**config.mk**
```make
export PLATFORM = sky130hd
export DESIGN_NAME = alu_cmd_sequencer
export DESIGN_NICKNAME = d
export VERILOG_FILES = /design/src/rtl/alu_cmd_sequencer.sv
export SDC_FILE = /design/constraint.sdc
export NUM_CORES = 1
export LEC_CHECK = 0
export CAP_MARGIN = 20
export CELL_PAD_IN_SITES_DETAIL_PLACEMENT = 1
export CELL_PAD_IN_SITES_GLOBAL_PLACEMENT = 1
export CORE_AREA = 2 2 78 80
export DETAILED_ROUTE_END_ITERATION = 10
export DIE_AREA = 0 0 80 82
export PLACE_DENSITY_LB_ADDON = 0.05
export SETUP_SLACK_MARGIN = 0.15
export SLEW_MARGIN = 20
export SYNTH_ARGS = -nofsm -noshare
export SYNTH_HDL_FRONTEND = slang
export SYNTH_SLANG_ARGS = --single-unit
```
**constraint.sdc**
```tcl
create_clock -name clk -period 2.91 [get_ports clk]
set_input_delay 0.291 -clock clk [delete_from_list [all_inputs] [get_ports clk]]
set_output_delay 0.291 -clock clk [all_outputs]
set_load 0.01 [all_outputs]
```
**src/rtl/alu_cmd_sequencer.sv**
```systemverilog
// Command FIFO in front of an external 4-bit combinational ALU, with an in-order result register.
// Optional operand chaining (previous result replaces operand a) is enabled by defining ALU_CHAIN_EN.
module alu_cmd_sequencer #(
  parameter int DEPTH = 4,
  parameter int W     = 4
) (
  input  logic                     clk,
  input  logic                     rst,
  input  logic                     in_valid,
  output logic                     in_ready,
  input  logic [W-1:0]             in_a,
  input  logic [W-1:0]             in_b,
  input  logic [1:0]               in_op,
`ifdef ALU_CHAIN_EN
  input  logic                     in_chain,
`endif
  output logic [W-1:0]             alu_a,
  output logic [W-1:0]             alu_b,
  output logic [1:0]               alu_op,
  input  logic [W-1:0]             alu_result,
  input  logic                     alu_carry,
  input  logic                     alu_zero,
  output logic                     out_valid,
  input  logic                     out_ready,
  output logic [W-1:0]             out_result,
  output logic                     out_carry,
  output logic                     out_zero,
  output logic [1:0]               out_op,
  output logic [$clog2(DEPTH):0]   count
);

  localparam int AW = $clog2(DEPTH);
  localparam int CW = AW + 1;
  localparam logic [CW-1:0] FULL = CW'(DEPTH);

  logic [W-1:0]  mem_a  [DEPTH];
  logic [W-1:0]  mem_b  [DEPTH];
  logic [1:0]    mem_op [DEPTH];
`ifdef ALU_CHAIN_EN
  logic          mem_chain [DEPTH];
  logic [W-1:0]  last_result_reg;
`endif

  logic [AW-1:0] wr_ptr_reg;
  logic [AW-1:0] rd_ptr_reg;
  logic [CW-1:0] count_reg;
  logic [CW-1:0] count_next;

  logic          out_valid_reg;
  logic [W-1:0]  out_result_reg;
  logic          out_carry_reg;
  logic          out_zero_reg;
  logic [1:0]    out_op_reg;

  logic          not_empty;
  logic          push;
  logic          cap;

  assign not_empty = (count_reg != '0);
  assign in_ready  = (count_reg < FULL) && !rst;
  assign push      = in_valid && in_ready;
  assign cap       = not_empty && (!out_valid_reg || out_ready);

  // Storage needs no reset: the pointers and count alone decide what is live.
  always_ff @(posedge clk) begin
    if (push) begin
      mem_a[wr_ptr_reg]  <= in_a;
      mem_b[wr_ptr_reg]  <= in_b;
      mem_op[wr_ptr_reg] <= in_op;
`ifdef ALU_CHAIN_EN
      mem_chain[wr_ptr_reg] <= in_chain;
`endif
    end
  end

  // The head is presented combinationally so the ALU result is ready for the capture edge.
  always_comb begin
    alu_a  = '0;
    alu_b  = '0;
    alu_op = '0;
    if (not_empty) begin
      alu_a  = mem_a[rd_ptr_reg];
      alu_b  = mem_b[rd_ptr_reg];
      alu_op = mem_op[rd_ptr_reg];
`ifdef ALU_CHAIN_EN
      if (mem_chain[rd_ptr_reg]) begin
        alu_a = last_result_reg;
      end
`endif
    end
  end

  always_comb begin
    count_next = count_reg;
    case ({push, cap})
      2'b10:   count_next = count_reg + CW'(1);
      2'b01:   count_next = count_reg - CW'(1);
      default: count_next = count_reg;
    endcase
  end

  always_ff @(posedge clk) begin
    if (rst) begin
      wr_ptr_reg     <= '0;
      rd_ptr_reg     <= '0;
      count_reg      <= '0;
      out_valid_reg  <= 1'b0;
      out_result_reg <= '0;
      out_carry_reg  <= 1'b0;
      out_zero_reg   <= 1'b0;
      out_op_reg     <= '0;
    end else begin
      count_reg <= count_next;
      if (push) begin
        wr_ptr_reg <= wr_ptr_reg + AW'(1);
      end
      if (cap) begin
        rd_ptr_reg     <= rd_ptr_reg + AW'(1);
        out_valid_reg  <= 1'b1;
        out_result_reg <= alu_result;
        out_carry_reg  <= alu_carry;
        out_zero_reg   <= alu_zero;
        out_op_reg     <= mem_op[rd_ptr_reg];
      end else if (out_valid_reg && out_ready) begin
        out_valid_reg  <= 1'b0;
      end
    end
  end

`ifdef ALU_CHAIN_EN
  // Survives draining so the next chained command always sees the previous result.
  always_ff @(posedge clk) begin
    if (rst) begin
      last_result_reg <= '0;
    end else if (cap) begin
      last_result_reg <= alu_result;
    end
  end
`endif

  assign out_valid  = out_valid_reg;
  assign out_result = out_result_reg;
  assign out_carry  = out_carry_reg;
  assign out_zero   = out_zero_reg;
  assign out_op     = out_op_reg;
  assign count      = count_reg;

endmodule

```
# Word level (Yosys, flattened, before mapping)
# Memories as Yosys holds them, arrays and structs flattened. A register that Yosys moved wholly into a read port is not among the register bits.
# Index checks and enable logic that the tools add are counted.
dict set report totals {
  reg_bits 16
  ramBits 40
  inputBits 20
  output_inout_bits 23
  elab_cells 42
  mem_count 3
}
dict set report classes {
  addsub 4
  magnitude_cmp 1
  n_eq_ne 2
  muxes 14
  n_reduce_logical 10
}
# name depth width read_ports rd_ports_with_merged_regs write_ports line
set memory_table {}
lappend memory_table {mem_a 4 4 1 1 1 36} ;# logic [W-1:0] mem_a [DEPTH];
lappend memory_table {mem_b 4 4 1 1 1 37} ;# logic [W-1:0] mem_b [DEPTH];
lappend memory_table {mem_op 4 2 1 1 1 38} ;# logic [1:0] mem_op [DEPTH];
# op n
set op_table {}
lappend op_table {{2-to-1 mux 2 bit} 7}
lappend op_table {{2-to-1 mux 4 bit} 2}
lappend op_table {{one-hot mux 3 bit (2 select lines)} 1}
lappend op_table {{adder 2 x 1 -> 2 bit, second input constant} 2}
lappend op_table {{logical AND 1 bit} 4}
lappend op_table {{2-to-1 mux 1 bit} 4}
lappend op_table {{nonzero test 2 bit} 2}
lappend op_table {{adder 3 x 1 -> 3 bit, second input constant} 1}
lappend op_table {{< comparator 3 bit, second input constant} 1}
lappend op_table {{nonzero test 3 bit} 1}
lappend op_table {{subtractor 3 x 1 -> 3 bit, second input constant} 1}
lappend op_table {{equality test 2 x 1 -> 1 bit, second input constant} 1}
lappend op_table {{equality test 2 bit, second input constant} 1}
lappend op_table {{zero test 1 bit} 2}
lappend op_table {{logical OR 1 bit} 1}

# Logic depth before layout (Yosys ltp)
dict set report depth {
  ltp_word 5
  depth_mapped 9
  depth_no_buf 8
}

# Worst setup path before layout
# Ideal clock, no wire load.
dict set report synth_path {
  path_kind {register to register}
  start {register out_valid_reg, in the netlist out_valid}
  end {register count_reg[2], in the netlist count[2]}
  setup_time_ns 0.071
  arrival_time_ns 2.033
  required_time_ns 2.839
  slack_ns 0.807
  path_stages_with_launch 10
  path_buffers 1
  period_less_slack_ns 2.103
  path_cell_list {dfxtp_1 nor2b_1 clkbuf_1 nor2_1 ha_1 inv_1 fa_1 xor2_1 or3_2 a21oi_1}
}
dict set report synth_between {
  elab_chain_len 5
  word_cells_on_any_way 7
  classes_between {eq/ne (2); mux (1); reduce/logical (4)}
}
# item line
set synth_rtl {}
lappend synth_rtl {{start: declaration} 49} ;# logic out_valid_reg;
lappend synth_rtl {{start signal: assignment} 107} ;# out_valid_reg <= 1'b0;
lappend synth_rtl {{start signal: assignment} 119} ;# out_valid_reg <= 1'b1;
lappend synth_rtl {{start signal: assignment} 125} ;# out_valid_reg <= 1'b0;
lappend synth_rtl {{zero test 1 bit *} 62} ;# assign cap = not_empty && (!out_valid_reg || out_ready);
lappend synth_rtl {{logical OR 1 bit *} 62}
lappend synth_rtl {{logical AND 1 bit *} 62}
lappend synth_rtl {{net cap} 57} ;# logic cap;
lappend synth_rtl {{equality test 2 x 1 -> 1 bit or equality test 2 bit (tied branches)} 95} ;# case ({push, cap})
lappend synth_rtl {{one-hot mux 3 bit (2 select lines) or nonzero test 2 bit (tied branches)} -}
lappend synth_rtl {{end signal: assignment} 113} ;# count_reg <= count_next;
lappend synth_rtl {{end: declaration} 46} ;# logic [CW-1:0] count_reg;
# Mark *: on every way through the listed nets, which the timed path passes. The rest lies on a longest branch.
# A chain may end at the register's enable or synchronous reset.

# Worst setup path after layout
dict set report layout_path {
  start {register count_reg[2], in the netlist count[2]}
  end {output port alu_b[0]}
}
dict set report layout_between {
  elab_chain_len 2
}
# item line
set layout_rtl {}
lappend layout_rtl {{nonzero test 3 bit} 59} ;# assign not_empty = (count_reg != '0);
lappend layout_rtl {{2-to-1 mux 4 bit} 81} ;# if (not_empty) begin
lappend layout_rtl {{end: declaration} 18} ;# output logic [W-1:0] alu_b,
# No other way between the ends.

==> flow_summary.ini <==
[timing]
worst_slew_pin_slew_ns = 0.700
finalSetupTns_ns = 0
maxSlewHeadroom_pct = 53.4
maxSlewViolCount = 0
fin_crit_sh_pct = 84.7
fmax_mhz = 406
fin_skew_ns = 0.00877
final-setup-viol-count = 0
hold_viol_final = 0
setup_ws_ns = 0.445
min_period_ns = 2.46
grt_setup_unrepaired = no

[power_and_ir_drop]
p_clk_share_pct = 22.8
combPwrFrac_pct = 40.0
p_leak_uw = 0.00101
intPower_uw = 2010
p_sw_share_pct = 31.5
peakVddDrop_mv = 0.462
power.switching_uw = 927
p_per_area_nw_per_um2 = 982
p_seq_share_pct = 37.3

[finish]
fin_nets = 230
area_growth_pct = 28.9
fillers = 566
antenna_cells = 0
final_common_cell = clkdlybuf4s50_1
reg_top3 = mem_a x16, mem_b x16, mem_op x8
mostFrequentLayoutCells = 42 x clkdlybuf4s50_1, 40 x edfxtp_1, 18 x dfxtp_1, 14 x and2_1, 13 x a21oi_1
final_layout_size_suffix_gt1_share_pct = 13.9

[placed_design]
place_ws_ns = 0.311
portBuffers = 42
dp_hpwl_mm = 3.11
gp_congestion = 0.657

[global_route]
overflow = 0
grt_pass1_wl_mm = 7.18
track_usage_pct = 15.4
antenna_found_initial = 0
grt_pass1_vias = 1508
grt_max_degree = 20

[yosys]
synth.avg_cell_area_um2 = 14.9
syn_nets = 182
netlist_area_um2 = 2320
synth_seq_cells = 58
seq_area_frac_synth_pct = 67.2
postSynthCellCount = 156
yosys_warnings = 0
ys_types = 29

[clocking]
cts_resized = 0
post-cts-setup-buffers = 0
hold_buffers = 0
clockBufferDepth = 2
clock-sinks = 58
cts_root_buf = clkbuf_8
cts_tree = done
clock_latency_ns = 0.32
cts_buffers = 9
htreeDepth = 3
clk_pin_slew_worst_paths_ns = 0.06

[detailed_routing]
drc_errors = 0
dr.pass1.iters = 4
ant_nets = 0
viasPerCell = 4.98
wl_per_cell_um = 16.2
drt_iter0_markers = 71
routed_wirelength_mm = 4.58
vias = 1409

[critical_path]
critPathCaptureType = output port
timing_worst_setup_path_type = reg2out
slowest_stage = or3_1
required_ns = 2.62
cp-startpoint = count[2]$_SDFFE_PP0P_
path_max_fanout = 19
slowest_delay_ns = 0.62
crit_arrival_ns = 2.17
worst_setup_path_start_kind = flip-flop
r2r-start = count[2]$_SDFFE_PP0P_
cp_cell_sequence = or3_1, and2_1, clkdlybuf4s50_1

[die]
ios = 43
rows = 28
start_util_pct = 40.4
die_h_um = 82
core_um2 = 5750
dieArea_um2 = 6560
fp.dieW_um = 80

[min_path]
hp-start = out_op[1]$_SDFFE_PP0P_
hold_path.class = reg2reg

[run_status]
outcome = complete, no violations

[flow_run]
maxCapViolations = 0
[stage by stage]
step           instances  hold slack (ns)  area, µm²  power (µW)  utilization, %
6_report             283            0.482       3000        2940            52.1
5_1_grt              283            0.509       3000        3130            52.1
4_1_cts              283            0.485       3000        3000            52.1
3_5_place_dp         268            0.476       2820        2310            49.1
3_3_place_gp         268            0.466       2820        2260            49.1
2_1_floorplan        156            0.390       2320        1810               -
[path summary, 6_finish.rpt]
kind / slack [ns] / end / cells after the start
hold reg to reg: 0.48 / out_op[1]$_SDFFE_PP0P_ / 2
setup reg to reg: 0.60 / count[2]$_SDFFE_PP0P_ / 9
setup / recovery: 0.45 / alu_b[0] / 3
hold / removal: 0.48 / out_op[1]$_SDFFE_PP0P_ / 2
[cell type report]
type                       instances  area [µm²]  share of cell area [%]
multi-input combinational         82         688                    23.0
sequential                        58        1560                    52.1
tap                               75        93.8                    3.13
inverter                           7        26.3                   0.877
clock buffer                      11         131                    4.39
timing repair buffer              46         450                    15.0
clock inverter                     4        43.8                    1.46
[worst max-delay path, delay by kind of cell (launching register included)]
kind,cells,cell delay (ns)
buffers and inverters,1,0.54
AND/OR/NAND/NOR,2,0.86
flip-flops,1,0.45
[routing by layer]
metal / share of wire, % / vias up / track usage, % / wire length [µm]
met4: 1.3 / 0 / 9.32 / 61
met2: 53 / 33 / 26.8 / 2420
met3: 3.5 / 6 / 3.63 / 159
met1: 42 / 701 / 17.2 / 1930
li1: - / 669 / - / -
met5: 0 / - / 0 / 0
[cells in the mapped netlist]
library cell / count / area (µm²)
a21oi_1: 13 / 65.1
a311oi_2: 1 / 15.0
a31o_1: 1 / 8.76
and2_1: 14 / 87.6
buf_1: 1 / 3.75
buf_2: 1 / 5.00
buf_4: 1 / 7.51
buf_6: 1 / 11.3
clkbuf_1: 4 / 15.0
clkbuf_2: 1 / 5.00
dfxtp_1: 18 / 360
edfxtp_1: 40 / 1200
fa_1: 1 / 20.0
ha_1: 5 / 62.6
inv_1: 7 / 26.3
mux4_2: 10 / 225
nand2_1: 1 / 3.75
nand2b_1: 1 / 6.26
nand3_1: 8 / 40.0
nor2_1: 7 / 26.3
nor2b_1: 1 / 6.26
nor3_1: 1 / 5.00
nor3b_2: 1 / 12.5
o21ai_0: 10 / 50.1
o31ai_1: 1 / 7.51
or3_1: 2 / 12.5
or3_2: 1 / 7.51
xnor2_1: 1 / 8.76
xor2_1: 2 / 17.5
[logic make-up after synthesis]
| kind of cell | share of synthesized area, % |
|---|---|
| xor gates and xnor gates | 1.13 |
| muxes | 9.69 |
| AOI/OAI and AO/OA | 6.30 |
| adders and majority gates | 3.55 |
| and+or+nand+nor | 8.94 |
| DFF | 67.2 |
| buffers and inverters | 3.18 |
[power by group through the flow]
| stage | registers [µW] | logic (µW) | clock network, µW |
|---|---|---|---|
| floorplan | 1110 | 696 | 0 |
| global placement | 1110 | 1160 | 0 |
| detailed placement | 1120 | 1200 | 0 |
| CTS | 1100 | 1210 | 690 |
| global route | 1110 | 1290 | 730 |
| finish | 1100 | 1180 | 670 |
Note: power is estimated with default switching activity, not from simulation.
